File: src/rtl/regfile_pkg.sv
// regfile_pkg
// Shared constants and types for the register-file writeback path.
//   XLEN     : register data width
//   REG_AW   : register address width
//   NUM_REGS : number of architectural registers
//   REG_ZERO : index of the hard-wired zero register
//   grant_e  : which writeback requester owns the write port this cycle
package regfile_pkg;

  localparam int XLEN     = 64;
  localparam int REG_AW   = 5;
  localparam int NUM_REGS = 32;
  localparam int REG_ZERO = 0;

  typedef enum logic [1:0] {
    GNT_NONE = 2'd0,
    GNT_ALU  = 2'd1,
    GNT_MEM  = 2'd2
  } grant_e;

endpackage

File: src/rtl/sat_counter.sv
// sat_counter
// Up-counter that stops at MAX instead of wrapping.
//   clk : rising-edge clock
//   rst : synchronous active-high reset (clears count)
//   inc : count up by one this cycle (ignored at MAX)
//   clr : synchronous clear, wins over inc
//   cnt : current count
module sat_counter #(
  parameter int           W   = 4,
  parameter logic [W-1:0] MAX = '1
) (
  input  logic         clk,
  input  logic         rst,
  input  logic         inc,
  input  logic         clr,
  output logic [W-1:0] cnt
);

  always_ff @(posedge clk) begin
    if (rst || clr) begin
      cnt <= '0;
    end else if (inc && (cnt != MAX)) begin
      cnt <= cnt + W'(1);
    end
  end

endmodule

File: src/rtl/regfile_wb_arbiter.sv
// regfile_wb_arbiter
// Arbitrates the single register-file write port between the ALU and the
// load unit. One request is accepted per cycle and the write is issued from
// a register stage, so rd/rd_we/rd_in change one edge after the handshake.
//
// Default build: load (mem) has fixed priority; after MAX_WAIT consecutive
// losses the ALU is forced to win once so it cannot starve.
// With WB_ROUND_ROBIN_EN defined: a 1-bit last-winner pointer replaces the
// priority scheme and starvation counter; on a conflict the requester that
// did not win last is granted.
//
// Ports:
//   clk, rst             : clock, synchronous active-high reset
//   alu_valid/ready/rd/data : ALU writeback request channel
//   mem_valid/ready/rd/data : load writeback request channel
//   rd, rd_we, rd_in     : registered register-file write port
//   conflict_cnt         : saturating count of cycles with both requests valid
module regfile_wb_arbiter
  import regfile_pkg::*;
#(
  parameter int XLEN     = regfile_pkg::XLEN,
  parameter int REG_AW   = regfile_pkg::REG_AW,
  parameter int MAX_WAIT = 4,
  parameter int CNT_W    = 16
) (
  input  logic              clk,
  input  logic              rst,
  input  logic              alu_valid,
  output logic              alu_ready,
  input  logic [REG_AW-1:0] alu_rd,
  input  logic [XLEN-1:0]   alu_data,
  input  logic              mem_valid,
  output logic              mem_ready,
  input  logic [REG_AW-1:0] mem_rd,
  input  logic [XLEN-1:0]   mem_data,
  output logic [REG_AW-1:0] rd,
  output logic              rd_we,
  output logic [XLEN-1:0]   rd_in,
  output logic [CNT_W-1:0]  conflict_cnt
);

  grant_e grant;
  logic   alu_xfer;
  logic   mem_xfer;

`ifdef WB_ROUND_ROBIN_EN
  // 1 = ALU won the most recent transfer; reset value makes mem win the
  // first conflict.
  logic last_alu;

  always_comb begin
    grant = GNT_NONE;
    if (alu_valid && mem_valid) begin
      grant = last_alu ? GNT_MEM : GNT_ALU;
    end else if (mem_valid) begin
      grant = GNT_MEM;
    end else if (alu_valid) begin
      grant = GNT_ALU;
    end
  end

  always_ff @(posedge clk) begin
    if (rst) begin
      last_alu <= 1'b1;
    end else if (alu_xfer) begin
      last_alu <= 1'b1;
    end else if (mem_xfer) begin
      last_alu <= 1'b0;
    end
  end
`else
  // MAX_WAIT is limited to 1..15, so 4 bits always suffice.
  localparam int STARVE_W = 4;

  logic [STARVE_W-1:0] starve_cnt;
  logic                force_alu;

  assign force_alu = alu_valid && (starve_cnt == STARVE_W'(MAX_WAIT));

  always_comb begin
    grant = GNT_NONE;
    if (mem_valid && !force_alu) begin
      grant = GNT_MEM;
    end else if (alu_valid) begin
      grant = GNT_ALU;
    end
  end

  // Counts consecutive cycles the ALU was waiting and lost; any cycle the
  // ALU is idle or wins restarts the run.
  sat_counter #(
    .W   (STARVE_W),
    .MAX (STARVE_W'(MAX_WAIT))
  ) u_starve_cnt (
    .clk (clk),
    .rst (rst),
    .inc (alu_valid && !alu_ready),
    .clr (alu_xfer || !alu_valid),
    .cnt (starve_cnt)
  );
`endif

  // Gating with rst keeps both requesters un-acknowledged during reset.
  assign alu_ready = !rst && (grant == GNT_ALU);
  assign mem_ready = !rst && (grant == GNT_MEM);
  assign alu_xfer  = alu_valid && alu_ready;
  assign mem_xfer  = mem_valid && mem_ready;

  sat_counter #(
    .W   (CNT_W),
    .MAX ({CNT_W{1'b1}})
  ) u_conflict_cnt (
    .clk (clk),
    .rst (rst),
    .inc (alu_valid && mem_valid),
    .clr (1'b0),
    .cnt (conflict_cnt)
  );

  // Writes to the zero register are accepted but never enabled.
  always_ff @(posedge clk) begin
    if (rst) begin
      rd    <= '0;
      rd_we <= 1'b0;
      rd_in <= '0;
    end else if (mem_xfer) begin
      rd    <= mem_rd;
      rd_in <= mem_data;
      rd_we <= (mem_rd != REG_AW'(REG_ZERO));
    end else if (alu_xfer) begin
      rd    <= alu_rd;
      rd_in <= alu_data;
      rd_we <= (alu_rd != REG_AW'(REG_ZERO));
    end else begin
      rd_we <= 1'b0;
    end
  end

endmodule

File: config.mk
export PLATFORM = sky130hd
export DESIGN_NAME = regfile_wb_arbiter
export DESIGN_NICKNAME = d
export VERILOG_FILES = /design/src/rtl/regfile_pkg.sv /design/src/rtl/sat_counter.sv /design/src/rtl/regfile_wb_arbiter.sv
export SDC_FILE = /design/constraint.sdc
export NUM_CORES = 1
export LEC_CHECK = 0
export ABC_CLOCK_PERIOD_IN_PS = 5000
export CAP_MARGIN = 20
export CORE_MARGIN = 10
export CORE_UTILIZATION = 45
export DETAILED_ROUTE_END_ITERATION = 10
export PLACE_DENSITY = 0.95
export SLEW_MARGIN = 20
export SYNTH_ARGS = -nofsm -noshare
export SYNTH_HDL_FRONTEND = slang
export SYNTH_HIERARCHICAL = 1
export SYNTH_SLANG_ARGS = --single-unit
export TNS_END_PERCENT = 20
File: constraint.sdc
create_clock -name clk -period 5 [get_ports clk]
set_input_delay 1.25 -clock clk [delete_from_list [all_inputs] [get_ports clk]]
set_output_delay 1.25 -clock clk [all_outputs]
set_load 0.01 [all_outputs]
Word-level counts from Yosys, hierarchy flattened
Index checks and enable logic that the tools add are counted.
{ "word_totals": {"regBits": 90, "out_inout_bits": 88, "wordCells": 39} }
{ "op_classes": {"addsub": 2, "n_eq_ne": 5, "muxes": 8, "n_reduce_logical": 19} }
{ "op_table": {"columns": ["operator", "count"], "rows": [
  ["64-bit two-way mux", 2],
  ["16-bit by 1-bit adder with 16-bit output, second input constant", 1],
  ["16-bit inequality test, second input constant", 1],
  ["1-bit logical AND", 10],
  ["5-bit two-way mux", 2],
  ["5-bit nonzero test", 2],
  ["4-bit by 1-bit adder with 4-bit output, second input constant", 1],
  ["4-bit by 3-bit equality test with 1-bit output, second input constant", 1],
  ["1-bit zero test", 4],
  ["4-bit by 3-bit inequality test with 1-bit output, second input constant", 1],
  ["1-bit two-way mux", 3],
  ["2-bit by 1-bit equality test with 1-bit output, second input constant", 1],
  ["2-bit equality test, second input constant", 1],
  ["1-bit logical OR", 2],
  ["2-bit two-way mux", 1],
  ["2-bit nonzero test", 1]
]} }

Depth between registers and ports, before layout
{ "depth": {"ltp_word": 10, "mapped_depth": 8} }

Modules after synthesis
The synthesis kept the hierarchy.
{ "modules_own_cells": {"columns": ["mod", "instances", "cells_each", "area_each_um2", "seq_area_each_um2"], "rows": [
  ["regfile_wb_arbiter", 1, 392, 3794.9, 1401.3],
  ["sat_counter at u_conflict_cnt", 1, 95, 847.1, 320.3],
  ["sat_counter at u_starve_cnt", 1, 27, 220.2, 80.1]
]} }

Worst setup path after synthesis
No wires, ideal clock.
{ "synth_path": {"path_kind": "input -> output", "from": "input alu_valid", "to": "output alu_ready", "arrival_time_ns": 2.277, "path_slack_ns": 1.473, "stages": 5, "n_path_buf": 2, "cell_sequence": "nand2_1 > o41a_1 > buf_2 > buf_2 > nor3b_1"} }
{ "synth_via": {"elab_chain_cells": 6, "word_cells_on_any_way": 7} }
{ "synth_lines": {"columns": ["element", "line", "rtl"], "rows": [
  ["start, declared", "regfile_wb_arbiter.sv:28", "input logic alu_valid,"],
  ["1-bit logical AND", "regfile_wb_arbiter.sv:78", "assign force_alu = alu_valid && (starve_cnt == STARVE_W'(MAX_WAIT));"],
  ["1-bit zero test", "regfile_wb_arbiter.sv:82", "if (mem_valid && !force_alu) begin"],
  ["1-bit logical AND", "regfile_wb_arbiter.sv:82", null],
  ["2-bit two-way mux *", "regfile_wb_arbiter.sv:82", null],
  ["2-bit by 1-bit equality test with 1-bit output *", "regfile_wb_arbiter.sv:104", "assign alu_ready = !rst && (grant == GNT_ALU);"],
  ["1-bit logical AND *", "regfile_wb_arbiter.sv:104", null],
  ["end, declared", "regfile_wb_arbiter.sv:29", "output logic alu_ready,"]
]} }
Every way passes the cells marked *; elsewhere a longest branch is shown, timed or not.

Final worst setup path
Ends and elaborated chain as after synthesis.

==> run metrics <==
Critical Path End Type=output port; routability-driven placement congestion ratio=0.804; Placed Instances=850; clock tree sinks=90; # rows=37; Max Buffers Root-to-Sink=2; most frequent cells in the layout=clkdlybuf4s50_1 (227), dfxtp_1 (90), nor2_1 (77); Finish-stage setup viols=0; RSZ-0062 raised after global routing=false; CORE AREA=10,400 µm²; storage element area=1800 µm²; Slowest cell on crit path=clkdlybuf4s50_1; register area share after synthesis=37.1%; TNS Setup=0 ps; commonest non-fill, non-tap cell in the layout=clkdlybuf4s50_1; ratio of cells with drive above 1 in the final layout=4.25%; final hold slack=519 ps; largest net degree at the start of global routing=83; period utilization=80.4%; top_reg_cell synth=dfxtp_1; Worst Path Arrival=2770 ps; DIE HEIGHT=124 µm; status=finished, final reports clean; CTS tree=done; Distinct cells, synth=46; Avg Cell Area, Syn=9.46 µm²; max_cap viols=0; crit start category=input pin; PortBufs=229; cells along the critical path=buf_4, nand2_1, o41a_2, nor3b_1, clkdlybuf4s50_1; Layout Nets=870; fin crit period=4020 ps; Synth area leaders=dfxtp_1 (37%), mux2_1 (16%), mux2i_1 (14%), nor2b_1 (9.1%), nor2_1 (5.9%); hold_buf cts=0; via-per-instance ratio=5.23; hold crit path type=register to register; Yosys reg bits=90; P_leak=3.07 nW; WL/cell=18.6 µm; Slew @ Worst Pin=894 ps; Peak VDD IR=171 µV; relative slew slack=40.4%; Die ar.=15,400 µm²; Int Pwr=1.37 mW; root buffer cell=clkbuf_8; multi-input logic area=2890 µm²; H-tree levels=3; CTS buffer count=9; switch share=24.4%; ys async rst share=0%; Synth top area share=37.1%; first-pass GRT wire length=24,400 µm; grt total ovfl=0; drt drc=0; Pins Over Slew Limit=0; net switching power=0.443 mW; CTS resizes=0; FILL cells=757; Worst EP required=3750 ps; Routed Antenna Nets=0; Synth area leader=dfxtp_1; Tot GR Track Use=20.2%; Hold Vio Cnt, Final=0; DP Area=7210 µm²; initial antenna violation count=0; clk_lat worst skew=380 ps; Top-Level Pins=230; Synth-to-Final Area Change=53.4%; CTS clock-pin slew for the worst setup and hold paths=80 ps; DRT iter0 DRCs=207; vias in the first global route=4,742; Seq pwr share=43.3%; Post-Syn Area=4860 µm²; Post-Synthesis Cells=514; P per Cell Area=243 nW/µm²; CP Class=input pin to output port; Syn. warnings=6; Starting Density=46.7%; Die W=124 µm; n_diodes=0; # Post-CTS Setup Buffers=0; Total Wirelength=16,100 µm; Gate power share=22.3%; number of synthesized flops with an enable pin=0; Vias=4,528; Worst path max stage delay=610 ps; Clk pwr share=34.4%; skew final=14.9 ps; Pre-antenna DRT Iters=4; non-filler cells, final=866; Finished Cell Area=7460 µm²; post-DP HPWL=12,500 µm; crit-path max FO=7; Max Clk Rate=249 MHz
-- worst max-delay path, delay by kind of cell --
kind | cells | cell delay (ps)
AND/OR/NAND/NOR | 2 | 330
AO/OA/AOI/OAI | 1 | 490
buffers and inverters | 2 | 700
-- cell usage after synthesis (2+ instances only) --
cell / instances
nand2_1: 8
or4_1: 5
xor2_1: 2
dfxtp_1: 90
a41o_1: 4
a31oi_1: 3
nand3_1: 8
or3_1: 6
inv_1: 5
o31ai_1: 3
a21boi_0: 2
nand4_1: 6
buf_1: 7
buf_2: 16
and2_1: 3
nor2_1: 77
mux2_1: 69
nor2b_1: 71
ha_1: 3
mux2i_1: 70
o21ai_1: 2
o21ai_0: 7
clkbuf_1: 11
and4_1: 4
a21oi_1: 11
-- power groups by stage --
stage | clock network (mW) | registers (mW) | logic, mW
detailed placement | 0 | 0.802 | 0.405
global route | 0.665 | 0.789 | 0.435
CTS | 0.636 | 0.785 | 0.408
floorplan | 0 | 0.820 | 0.150
global placement | 0 | 0.798 | 0.392
finish | 0.623 | 0.785 | 0.403
-- through the flow --
| step | util (%) | setup WS, ps | total power, mW |
|---|---|---|---|
| finish | 71.6 | 978 | 1.81 |
| global placement | 69.2 | 961 | 1.19 |
| floorplan | - | 1470 | 0.970 |
| detailed placement | 69.2 | 954 | 1.21 |
| global route | 71.6 | 878 | 1.89 |
| CTS | 71.6 | 934 | 1.83 |
-- state kept, by name, indices dropped and copies added, names as in the netlist --
signal / count
rd: 5
rd_in: 64
rd_we: 1
u_conflict_cnt/cnt: 16
u_starve_cnt/cnt: 4
-- worst paths after layout --
kind,depth (start not counted),start,to,slack [ps]
worst max-delay path,5,alu_valid,alu_ready,980
worst min-delay path,2,u_conflict_cnt/cnt[15]$_SDFFE_PP0P_,u_conflict_cnt/cnt[15]$_SDFFE_PP0P_,520
worst max register to register,6,u_starve_cnt/cnt[3]$_SDFFE_PP0P_,u_starve_cnt/cnt[3]$_SDFFE_PP0P_,2510
worst min register to register,2,u_conflict_cnt/cnt[15]$_SDFFE_PP0P_,u_conflict_cnt/cnt[15]$_SDFFE_PP0P_,520
-- routing by layer --
metal	vias up	part of all wire, %	global-route usage (%)
li1	2206	-	-
met1	2100	37	20.7
met3	34	8.8	7.15
met2	188	50	36.4
met5	-	0	0
met4	0	3.5	8.99
-- cell families (layout without fill, tap and decap cells) --
group                    Yosys count  in the layout  synth area share (%)
XOR/XNOR                           3              3                 0.541
adder cells (fa/ha/maj)            3              3                 0.772
AO/OA/AOI/OAI                     39             39                  5.43
flip-flops                        90             90                  37.1
buffers and inverters             40            255                  3.53
other                              1              2                0.0771
AND/OR/NAND/NOR                  199            199                  22.2
multiplexers                     139            139                  30.4
-- layout make-up --
type,count,share of cell area [%]
flip-flops and latches,90,24.1
inverters,5,0.252
clock buffers,11,2.03
well taps,136,2.28
clock inverters,5,1.34
multi-input cells,385,38.8
repair buffers,234,31.2
No activity file was read; power rests on OpenSTA's default activity.
